===== src/rtl/pacman_mover.sv =====
// Tile-stepping Pacman movement controller: turns toward the wanted direction when the maze allows, else keeps going.
// Define PACMAN_TUNNEL_WRAP_EN to let targets one past a border wrap to the opposite border.
module pacman_mover #(
   parameter int BORDER_X_MIN = 1,
   parameter int BORDER_X_MAX = 28,
   parameter int BORDER_Y_MIN = 1,
   parameter int BORDER_Y_MAX = 28,
   parameter int START_X      = 14,
   parameter int START_Y      = 20,
   parameter int START_DIR    = 1,
   parameter int STEP_FRAMES  = 8
) (
   input  logic       clk,
   input  logic       rst_n,
   input  logic       ce,
   input  logic       joy_valid,
   input  logic [1:0] joy_dir,
   output logic [4:0] map_x,
   output logic [4:0] map_y,
   input  logic       map_wall,
   output logic [4:0] xpos,
   output logic [4:0] ypos,
   output logic [1:0] direction,
   output logic       moving,
   output logic       step_done
);

   localparam logic [2:0] IDLE   = 3'd0;
   localparam logic [2:0] Q_WANT = 3'd1;
   localparam logic [2:0] R_WANT = 3'd2;
   localparam logic [2:0] Q_CUR  = 3'd3;
   localparam logic [2:0] R_CUR  = 3'd4;

   localparam logic [4:0] XMIN = 5'(BORDER_X_MIN);
   localparam logic [4:0] XMAX = 5'(BORDER_X_MAX);
   localparam logic [4:0] YMIN = 5'(BORDER_Y_MIN);
   localparam logic [4:0] YMAX = 5'(BORDER_Y_MAX);
   localparam logic [7:0] STEP_LAST = 8'(STEP_FRAMES - 1);

   logic [2:0] state;
   logic [7:0] frame_cnt;
   logic [1:0] want_dir;
   logic [1:0] snap_dir;
   logic       step_req;
   logic [9:0] want_tgt;
   logic [9:0] cur_tgt;
   logic       want_free;
   logic       cur_free;

   // Neighbour tile {x, y} one step in dir, 5-bit wraparound arithmetic.
   function automatic logic [9:0] neighbour(input logic [1:0] dir, input logic [4:0] x,
                                            input logic [4:0] y);
      logic [4:0] nx;
      logic [4:0] ny;
      nx = x;
      ny = y;
      case (dir)
         2'd0:    ny = y - 5'd1;
         2'd1:    nx = x - 5'd1;
         2'd2:    ny = y + 5'd1;
         default: nx = x + 5'd1;
      endcase
`ifdef PACMAN_TUNNEL_WRAP_EN
      if (dir == 2'd1 && x == XMIN) nx = XMAX;
      if (dir == 2'd3 && x == XMAX) nx = XMIN;
      if (dir == 2'd0 && y == YMIN) ny = YMAX;
      if (dir == 2'd2 && y == YMAX) ny = YMIN;
`endif
      return {nx, ny};
   endfunction

   function automatic logic in_window(input logic [9:0] t);
      return (t[9:5] >= XMIN) && (t[9:5] <= XMAX) && (t[4:0] >= YMIN) && (t[4:0] <= YMAX);
   endfunction

   assign step_req  = ce && (frame_cnt == STEP_LAST);
   assign want_tgt  = neighbour(snap_dir, xpos, ypos);
   assign cur_tgt   = neighbour(direction, xpos, ypos);
   assign want_free = !map_wall && in_window(want_tgt);
   assign cur_free  = !map_wall && in_window(cur_tgt);

   always_comb begin
      map_x = xpos;
      map_y = ypos;
      case (state)
         Q_WANT, R_WANT: {map_x, map_y} = want_tgt;
         Q_CUR, R_CUR:   {map_x, map_y} = cur_tgt;
         default: ;
      endcase
   end

   // Snapshot is taken from the register, so a joystick update on the same clk is not seen.
   always_ff @(posedge clk) begin
      if (state == IDLE && step_req) snap_dir <= want_dir;
   end

   always_ff @(posedge clk or negedge rst_n) begin
      if (!rst_n) begin
         state     <= IDLE;
         frame_cnt <= 8'd0;
         want_dir  <= 2'(START_DIR);
         xpos      <= 5'(START_X);
         ypos      <= 5'(START_Y);
         direction <= 2'(START_DIR);
         moving    <= 1'b0;
         step_done <= 1'b0;
      end else begin
         step_done <= 1'b0;
         if (joy_valid) want_dir <= joy_dir;
         if (ce) frame_cnt <= step_req ? 8'd0 : frame_cnt + 8'd1;
         case (state)
            IDLE:   if (step_req) state <= Q_WANT;
            Q_WANT: state <= R_WANT;
            R_WANT: begin
               if (want_free) begin
                  {xpos, ypos} <= want_tgt;
                  direction    <= snap_dir;
                  moving       <= 1'b1;
                  step_done    <= 1'b1;
                  state        <= IDLE;
               end else begin
                  state <= Q_CUR;
               end
            end
            Q_CUR:  state <= R_CUR;
            R_CUR: begin
               if (cur_free) begin
                  {xpos, ypos} <= cur_tgt;
                  moving       <= 1'b1;
               end else begin
                  moving <= 1'b0;
               end
               step_done <= 1'b1;
               state     <= IDLE;
            end
            default: state <= IDLE;
         endcase
      end
   end

endmodule


===== config.mk =====
export PLATFORM = sky130hd
export DESIGN_NAME = pacman_mover
export DESIGN_NICKNAME = d
export VERILOG_FILES = /design/src/rtl/pacman_mover.sv
export SDC_FILE = /design/constraint.sdc
export NUM_CORES = 1
export LEC_CHECK = 0
export ABC_AREA = 0
export CAP_MARGIN = 20
export CORE_UTILIZATION = 55
export CTS_CLUSTER_SIZE = 10
export DETAILED_ROUTE_END_ITERATION = 10
export PLACE_DENSITY = 0.8
export SETUP_SLACK_MARGIN = 0.02
export SLEW_MARGIN = 20
export SYNTH_ARGS = -nofsm -noshare
export SYNTH_HDL_FRONTEND = slang
export SYNTH_SLANG_ARGS = --single-unit

===== constraint.sdc =====
create_clock -name clk -period 3.2 [get_ports clk]
set_input_delay 0.64 -clock clk [delete_from_list [all_inputs] [get_ports clk]]
set_output_delay 0.64 -clock clk [all_outputs]
set_load 0.02 [all_outputs]

* Yosys cells after proc, flatten, opt, wreduce, memory -nomap -nowiden
Cells that the tools add are included.
Word-level totals: register bits 29, bits in latches 0, word-level logic and storage cells 77, input bits 7, memories kept 0, output and inout bits 24, memory bits (writable) 0, memory bits (read-only) 0
Cells by class: $add $sub $neg 5, shift operators 0, muxes and demuxes 21, bitwise logic cells 0, div/mod/pow operators 0, $lt $le $gt $ge 8, reduce and logical (&&, ||, !) cells 22, multiply operators 0, equal/unequal tests 12
Operators by type and width (count):
- $pmux 5 s2 | 8
- $ge 5x1->1 const B | 4
- $le 5x5->1 const B | 4
- $mux 5 | 4
- $pmux 3 s4 | 1
- $add 5x1->5 const B | 2
- $logic_and 1x1->1 | 10
- $sub 5x1->5 const B | 2
- $add 8x1->8 const B | 1
- $eq 8x3->1 const B | 1
- $mux 8 | 1
- $reduce_or 2->1 | 4
- $eq 3x2->1 const B | 2
- $ne 2x2->1 const B | 3
- $eq 2x1->1 const B | 2
- $eq 2x2->1 const B | 2
- $logic_not 2->1 | 2
- $pmux 1 s2 | 2
- $reduce_and 2->1 | 2
- $eq 3x1->1 const B | 1
- $eq 3x3->1 const B | 1
- $logic_not 3->1 | 1
- $mux 1 | 3
- $mux 3 | 1
- other kinds (4) | 4

* Longest topological paths before layout
Gate-level depths: netlist of the first run.
word-level depth 10, mapped depth 13, depth with buffers taken out 10

* Worst setup path before layout of the first run
Ideal clock, no wire load.
kind reg-to-output, from register ypos[0], to output map_y[4], stages on the path, launching flop included 10, data required time 2.560 ns, setup slack -0.025 ns, buffers on the path 1, data arrival time 2.585 ns, cell sequence dfrtp_1 > clkbuf_1 > inv_1 > ha_1 > or4b_2 > a21oi_1 > mux2_2 > a21oi_1 > o21ai_0 > xor2_1
On the way: longest elaborated chain between the ends 3
Ends and longest elaborated chain:
- start: declaration | RTL line 22 | output logic [4:0] ypos,
- start signal: assignment | RTL line 103 | ypos <= 5'(START_Y);
- start signal: assignment | RTL line 116 | {xpos, ypos} <= want_tgt;
- start signal: assignment | RTL line 128 | {xpos, ypos} <= cur_tgt;
- $add 5x1->5 / $sub 5x1->5 (equally long branches) | RTL line 60, 58
- $pmux 5 s2 | RTL line 57 | case (dir)
- $pmux 5 s2 (*) | RTL line 85 | case (state)
- end: declaration | RTL line 19 | output logic [4:0] map_y,
Every way passes the cells marked *; elsewhere a longest branch is shown, timed or not.

* Worst setup path in the final report of the first run
from register xpos[1], to output map_x[3]
On the way: longest elaborated chain between the ends 3
Ends and longest elaborated chain:
- start: declaration | RTL line 21 | output logic [4:0] xpos,
- start signal: assignment | RTL line 102 | xpos <= 5'(START_X);
- start signal: assignment | RTL line 116
- start signal: assignment | RTL line 128
- $add 5x1->5 / $sub 5x1->5 (equally long branches) | RTL line 61, 59
- $pmux 5 s2 | RTL line 57
- $pmux 5 s2 (*) | RTL line 85
- end: declaration | RTL line 18 | output logic [4:0] map_x,
Marks and branches as above.

==> results.ini, run 1 <==
[outcome]
run_status=completed

[critical_path]
path_buf_inv=2
required_ns=2.56
crit_family=compound AO/OA/AOI/OAI gates
cp_slowest_stage_delay_ns=0.53
critPathSlowestCell=or4_4
cp-startpoint=xpos[1]
worstSetupPathType=reg -> out
r2r_slack_ns=0.22
startpoint_type=register
rr_worst_depth=10
crit_path_frequent_cell=a21oi_1
cp.arrival_ns=2.43
crit_path_end_kind=output pin
worstPathCellList=buf_4 -> or4_4 -> a21oi_2 -> xnor2_1 -> a21oi_1 -> a21oi_1 -> o21ai_0 -> dlygate4sd2_1
reg2reg_from=xpos[1]
reg2reg_to=xpos[3]
critPathMaxFanout=6

[layout]
multi_input_area_um2=1560
drive_above_1_share=0.234
final_util=0.740
ff_latch_area_um2=748
fillers=320
n_antenna_cell=0
layout.nets=340
area_growth_pct=25.6

[pwr]
p_per_area_nw_per_um2=1090
peakVddDrop_uv=623
leakagePower_nw=1.20

[global_route]
globalRouteOverflowTotal=0
grt_max_degree=28
grt_usage=0.293
grt_antenna_before_repair=0
grt_pass1_vias=2099
grt_pass1_wl_um=9900

[routing]
wire_per_inst_um=16.6
avgViaCountPerCell=6.04
drc=0
drt-initial-drc-count=178
num_vias=2289
first_pass_iters=4
ant_nets=0
wl_um=6280

[floorplanning]
rows=23
die_h_um=68.4
core_region_area_um2=4120
die_area_um2=4680
io_pins=31
dieWidth_um=68.4
start_util=0.589

[synth]
synth_fp_nets=297
synth_area_leaders=dfrtp_1 (21%), xnor2_1 (8.7%), dfstp_2 (7.6%), mux2i_1 (5.0%), nand2_1 (4.5%)
synth_commonest_cells=nand2_1 (29), xnor2_1 (24), a21oi_1 (20), dfrtp_1 (20), nor2_1 (19)
synth-seq-area-share=0.307
yosys.cell_count.top_type=nand2_1
syn_inst=285
synth_edf_count=2
synth.avg_cell_area_um2=8.51
synthFlopType=dfrtp_1
synth_seq_cells=29
netlist.area_leader.share=0.206
syn_area_um2=2420
ys_async_sr_fraction=0.931
yosysWarnings=0
yosys.area.top_type=dfrtp_1
synth.distinct_cells=57

[min_path]
hold_start=want_dir[1]
worstHoldPathCells=0
hold_class=reg -> reg
holdPathEnd=snap_dir[1]

[clock_network]
cts_hold_buffers=0
root_buffer=clkbuf_8
path_clk_slew_ns=0.07
cts_tree=yes
htreeDepth=2
cts_setup_buffers=0
clk_latency_ns=0.29
cts.sinks=29
clock_path_buffers=2
cts_buffers=5

[sta]
hold_viol=0
maxSlewHeadroom=0.697
setup_viol=0
finClkSkew_ns=0.00894
fmax_mhz=325
min_period_ns=3.07
maxSlewViolCount=0
rsz0062_at_grt=no
tightest_slew_ns=0.455
tns_ns=0
fin_crit_sh=0.961

[placement]
hpwl_um=4490
gp_congestion=0.905
port_buffers=30

[run]
maxCapViolCount=0

-- layout make-up --
cell class / count / area share
Clock buffer: 6 / 0.0271
Clock inverter: 2 / 0.0123
Inverter: 10 / 0.0123
Multi-Input combinational cell: 221 / 0.513
Sequential cell: 29 / 0.246
Tap cell: 50 / 0.0205
Timing Repair Buffer: 61 / 0.169
-- stage by stage --
| step | instance area, um^2 | worst slack [ns] | std cells | hold WS, ns | power, mW |
|---|---|---|---|---|---|
| 6_report | 3050 | 0.126 | 379 | 0.443 | 3.33 |
| 5_1_grt | 3050 | 0.0214 | 379 | 0.459 | 3.56 |
| 4_1_cts | 3000 | 0.0538 | 379 | 0.449 | 3.26 |
| 3_5_place_dp | 2870 | -0.0584 | 371 | 0.436 | 2.85 |
| 3_3_place_gp | 2870 | -0.0169 | 371 | 0.436 | 2.81 |
| 2_1_floorplan | 2430 | 0.0424 | 285 | 0.344 | 2.12 |
-- cell usage in the layout (no fill, tap or decap), types with 3 or more instances in the layout --
| cell type | count |
|---|---|
| buf_4 | 32 |
| a21oi_2 | 4 |
| xor2_1 | 7 |
| nor2_1 | 19 |
| nand3_1 | 5 |
| o211ai_1 | 3 |
| xnor2_1 | 22 |
| nor2b_1 | 4 |
| ha_1 | 4 |
| dfrtp_1 | 17 |
| nand4_1 | 10 |
| dlygate4sd2_1 | 4 |
| or4_1 | 3 |
| a21oi_1 | 16 |
| dfstp_2 | 7 |
| nand2_1 | 29 |
| nor3_1 | 11 |
| and4_1 | 3 |
| mux2i_1 | 12 |
| a221oi_1 | 4 |
| and2_1 | 3 |
| dfrtp_2 | 3 |
| o21ai_0 | 14 |
| mux2_2 | 6 |
| a211oi_1 | 5 |
| clkbuf_8 | 6 |
| clkdlybuf4s50_1 | 23 |
| inv_1 | 10 |
-- per-layer routing --
metal / vias to the layer above / part of all wire / global-route usage
li1: 1118 / - / -
met1: 1106 / 0.45 / 0.380
met2: 59 / 0.49 / 0.488
met3: 6 / 0.051 / 0.0583
met4: 0 / 0.0072 / 0.0859
met5: - / 0 / 0
-- repair_timing --
| action | in CTS | in global routing |
|---|---|---|
| pin swaps | 0 | 4 |
| resized for setup | 14 | 18 |
| gates cloned | 0 | 0 |
| endpoints found under the hold margin | 0 | 0 |
| endpoints found under the setup margin | 7 | 8 |
-- worst max-delay path by stage --
stage | to | cells past startpoint
after floorplan | map_y[4] | 9
after global placement | map_y[4] | 9
after detailed placement | map_y[4] | 9
after CTS | map_x[1] | 10
after global routing | map_y[1] | 9
final | map_x[3] | 8
-- logic make-up (layout without fill, tap and decap cells) --
family	after synthesis	after routing	synth area share
XOR/XNOR	31	31	0.112
AND/OR/NAND/NOR	101	101	0.217
AO/OA/AOI/OAI	65	65	0.176
multiplexers	18	18	0.0774
buffers and inverters	35	79	0.0805
flip-flops	29	29	0.307
adder cells (fa/ha/maj)	6	6	0.0299
-- worst reg2reg max path, cell delays in order (launching register included) --
cell and delay (ns):
dfstp_2 0.40, buf_4 0.16, or4_4 0.53, a21oi_2 0.16, xnor2_1 0.12, buf_4 0.17
or4_1 0.51, and4_1 0.23, buf_4 0.17, or2_1 0.25, o221a_1 0.23
-- registers in the layout (all words and copies together), names as in the netlist --
| register | cells |
|---|---|
| frame_cnt | 8 |
| xpos | 5 |
| ypos | 5 |
| state | 3 |
| direction | 2 |
| snap_dir | 2 |
| want_dir | 2 |
| moving | 1 |
| step_done | 1 |
-- report_power, final --
part	leakage [nW]	internal [mW]	total [mW]	switching (mW)
Clock	0.0574	0.253	0.404	0.151
Sequential	0.327	0.533	0.751	0.218
Combinational	0.818	0.989	2.18	1.19
Power figures use the tool's default switching activity.
==> inputs of run 2 (changes only) <==
CELL_PAD_IN_SITES_DETAIL_PLACEMENT = 1   (was not set)
CELL_PAD_IN_SITES_GLOBAL_PLACEMENT = 1   (was not set)
CORE_UTILIZATION = 42   (was 55)
CTS_CLUSTER_DIAMETER = 100   (was not set)
PLACE_DENSITY = 0.81   (was 0.8)
==> results.ini, run 2 (same netlist as run 1, synthesis figures left out) <==
[sta]
min_period_ns=3.06
setup_viol=0
tightest_slew_ns=0.511
hold_viol=0
fmax_mhz=326
hold_ws_ns=0.465
maxSlewHeadroom=0.659
finClkSkew_ns=0.00932
fin_crit_sh=0.958
maxSlewViolCount=0
rsz0062_at_grt=no

[pwr]
peakVddDrop_uv=461
leakagePower_nw=1.24
p_per_area_nw_per_um2=1120

[clock_network]
htreeDepth=2
cts_hold_buffers=0
cts_tree=yes
clock_path_buffers=2
path_clk_slew_ns=0.07
cts.sinks=29
cts_buffers=5
root_buffer=clkbuf_8
clk_latency_ns=0.30

[layout]
layout.nets=343
drive_above_1_share=0.253
reg.largest.list=frame_cnt (8), xpos (5), ypos (5)
final_common_cell=buf_4
regMostFlops=frame_cnt
fin_cells=404
layout_common_cells=buf_4 (34), nand2_1 (29), clkdlybuf4s50_1 (22)
multi_input_area_um2=1580
fillers=665
ff_latch_area_um2=746
area_growth_pct=28.2
n_antenna_cell=0
largest_reg_flops=8

[floorplanning]
die_h_um=78.0
start_util=0.438
core_region_area_um2=5540
rows=27
dieWidth_um=78.0
io_pins=31
die_area_um2=6080

[critical_path]
required_ns=2.56
crit_path_end_kind=output pin
worstSetupPathType=reg -> out
startpoint_type=register
cp.arrival_ns=2.42
critPathMaxFanout=4

[global_route]
grt_pass1_vias=2385
grt_usage=0.262
grt_antenna_before_repair=0
grt_max_degree=28
globalRouteOverflowTotal=0
grt_pass1_wl_um=12200

[routing]
ant_nets=0
avgViaCountPerCell=5.80
drt-initial-drc-count=87
first_pass_iters=4
num_vias=2343
wire_per_inst_um=18.2
drc=0
wl_um=7360

[run]
maxCapViolCount=0

[outcome]
run_status=completed

[placement]
hpwl_um=5300
gp_congestion=0.877
dp.cells=395
port_buffers=30

[min_path]
hold_class=reg -> reg

run 2: cell types whose count changed in the layout (fill, tap and decap cells not counted), moves of 2 or more:
cell     before  now
a21oi_2       4    6
buf_4        32   34
dfrtp_1      17   19
dfrtp_2       3    1
o21ai_2       0    2
or4b_4        2    0
xnor2_1      22   20
xnor2_2       2    4
run 2: layout make-up:
type                    instances  share of cell area
multi-input cells             221               0.507
flip-flops and latches         29               0.240
repair buffers                 64               0.174
well taps                      72              0.0290
clock buffers                   6              0.0266
clock inverters                 2              0.0121
inverters                      10              0.0121
run 2: layer usage:
metal	global-route usage	part of all wire	up-vias
met5	0	0	-
met1	0.322	0.45	1147
met4	0.100	0.024	0
li1	-	-	1120
met2	0.456	0.50	55
met3	0.0471	0.030	21
run 2: path summary, 6_finish.rpt:
path                         startpoint            to  slack [ns]  cells past startpoint
setup / recovery                ypos[0]      map_y[4]        0.14                      9
hold / removal             frame_cnt[7]  frame_cnt[7]        0.46                      1
setup reg to reg                xpos[0]       ypos[2]        0.20                     12
max in group asynchronous         rst_n  direction[0]        2.15                      2
hold reg to reg            frame_cnt[7]  frame_cnt[7]        0.46                      1
min in group asynchronous         rst_n  frame_cnt[2]        0.72                      2
run 2: critical path, stage by stage, from the launching register on:
cell	delay [ns]
dfrtp_1	0.38
inv_1	0.08
ha_1	0.20
or4b_2	0.61
a21oi_2	0.16
mux2_2	0.17
a21oi_1	0.06
o21ai_1	0.14
xor2_1	0.16
buf_2	0.18
run 2: report_power, final:
part | switching, mW | internal [mW]
Sequential | 0.187 | 0.530
Combinational | 1.30 | 1.05
Clock | 0.164 | 0.253
run 2: through the flow:
stage | power (mW) | utilization | setup TNS [ns] | worst slack [ns] | area (um^2)
final | 3.48 | 0.561 | 0 | 0.135 | 3110
after global routing | 3.71 | 0.561 | 0 | 0.0311 | 3110
after CTS | 3.40 | 0.552 | 0 | 0.0203 | 3060
after detailed placement | 2.95 | 0.525 | -0.0321 | -0.0321 | 2910
after global placement | 2.87 | 0.525 | 0 | 0.000961 | 2910
after floorplan | 2.12 | - | 0 | 0.0424 | 2430
run 2: what timing repair did:
item	in CTS	in global routing
buffers inserted	1	0
resized for setup	17	20
hold endpoints to repair	0	0
pin swaps	1	0
endpoints found under the setup margin	8	15
==> inputs of run 3 (changes only) <==
CORE_MARGIN = 3   (was not set)
==> results.ini, run 3 (same netlist as run 1, synthesis figures left out) <==
[layout]
n_antenna_cell=0
fillers=675
layout_common_cells=buf_4 (40), nand2_1 (29), clkdlybuf4s50_1 (22)
area_growth_pct=27.6
largest_reg_flops=8
layout.nets=348
final_common_cell=buf_4
fin_cells=409
reg.largest.list=frame_cnt (8), xpos (5), ypos (5)
drive_above_1_share=0.240
final_util=0.558
regMostFlops=frame_cnt

[sta]
maxSlewViolCount=0
tightest_slew_ns=0.500
min_period_ns=3.08
setup_viol=0
fmax_mhz=324
tns_ns=0
fin_crit_sh=0.963
maxSlewHeadroom=0.664
hold_ws_ns=0.465
hold_viol=0
finClkSkew_ns=0.00598

[clock_network]
path_clk_slew_ns=0.07
cts_tree=yes
clock_path_buffers=2
cts.sinks=29
htreeDepth=2
clk_latency_ns=0.29
root_buffer=clkbuf_8
cts_buffers=5

[pwr]
peakVddDrop_uv=484
leakagePower_nw=1.24
p_per_area_nw_per_um2=1110

[floorplanning]
io_pins=31
die_h_um=82.0
core_region_area_um2=5540
start_util=0.438
dieWidth_um=82.0
rows=27
die_area_um2=6720

[critical_path]
reg2reg_to=ypos[3]
worstSetupPathType=reg -> out
r2r_slack_ns=0.22
crit_path_end_kind=output pin
cp.arrival_ns=2.44
critPathMaxFanout=9
crit_path_end=map_y[2]
reg2reg_from=direction[1]
cp-startpoint=ypos[0]
startpoint_type=register
rr_worst_depth=9
required_ns=2.56

[routing]
avgViaCountPerCell=5.75
ant_nets=0
num_vias=2350
drc=0
wire_per_inst_um=18.7
first_pass_iters=4
wl_um=7650
drt-initial-drc-count=105

[placement]
dp.cells=398
hpwl_um=5580
port_buffers=30
gp_congestion=0.858

[global_route]
globalRouteOverflowTotal=0
grt_pass1_wl_um=12000
grt_max_degree=28
grt_usage=0.238
grt_antenna_before_repair=0
grt_pass1_vias=2371

[min_path]
hold_class=reg -> reg

[run]
maxCapViolCount=0

[outcome]
run_status=completed

run 3: power by group:
group          internal (mW)  switching (mW)
Clock                  0.254           0.164
Combinational           1.02            1.26
Sequential             0.531           0.208
Total                   1.80            1.64
run 3: worst min path at each step:
stage	slack (ns)	to	depth (start not counted)	start
detailed placement	0.45	snap_dir[1]	0	want_dir[1]
finish	0.46	snap_dir[1]	0	want_dir[1]
floorplan	0.34	direction[1]	0	rst_n
CTS	0.47	snap_dir[1]	0	want_dir[1]
global placement	0.44	snap_dir[1]	0	want_dir[1]
global route	0.48	snap_dir[1]	0	want_dir[1]
run 3: area by class of cell:
class / instances / area, um^2 / area share
multi-input combinational: 221 / 1530 / 0.495
clock buffer: 6 / 82.6 / 0.0267
clock inverter: 2 / 36.3 / 0.0117
sequential: 29 / 746 / 0.241
tap: 72 / 90.1 / 0.0291
timing repair buffer: 69 / 571 / 0.184
inverter: 10 / 37.5 / 0.0121
run 3: critical path, cell delays in order, from the launching register on:
cell and delay [ns]:
dfrtp_1 0.38, buf_4 0.17, ha_1 0.26, mux2i_1 0.20, nor2_1 0.10, xnor2_2 0.27, mux2i_1 0.13, a211oi_1 0.25
a21oi_1 0.06, dlygate4sd2_1 0.33
run 3: timing repair:
action | 4_1_cts | 5_1_grt
endpoints found under the setup margin | 9 | 7
resized for setup | 18 | 13
buffers inserted | 0 | 3
pin swaps | 0 | 5
hold buffers | 0 | 0
run 3: metal layers:
metal	wire length, um	track usage
met1	3390	0.300
met2	3980	0.419
met4	95	0.0631
met5	0	0
met3	183	0.0373
run 3: per-stage QoR:
step,total power [mW],cell area [um^2],worst slack (ns)
6_report,3.44,3090,0.118
5_1_grt,3.67,3090,-0.0230
4_1_cts,3.39,3060,0.0305
3_5_place_dp,2.97,2930,-0.0828
3_3_place_gp,2.88,2930,-0.0434
2_1_floorplan,2.12,2430,0.0424
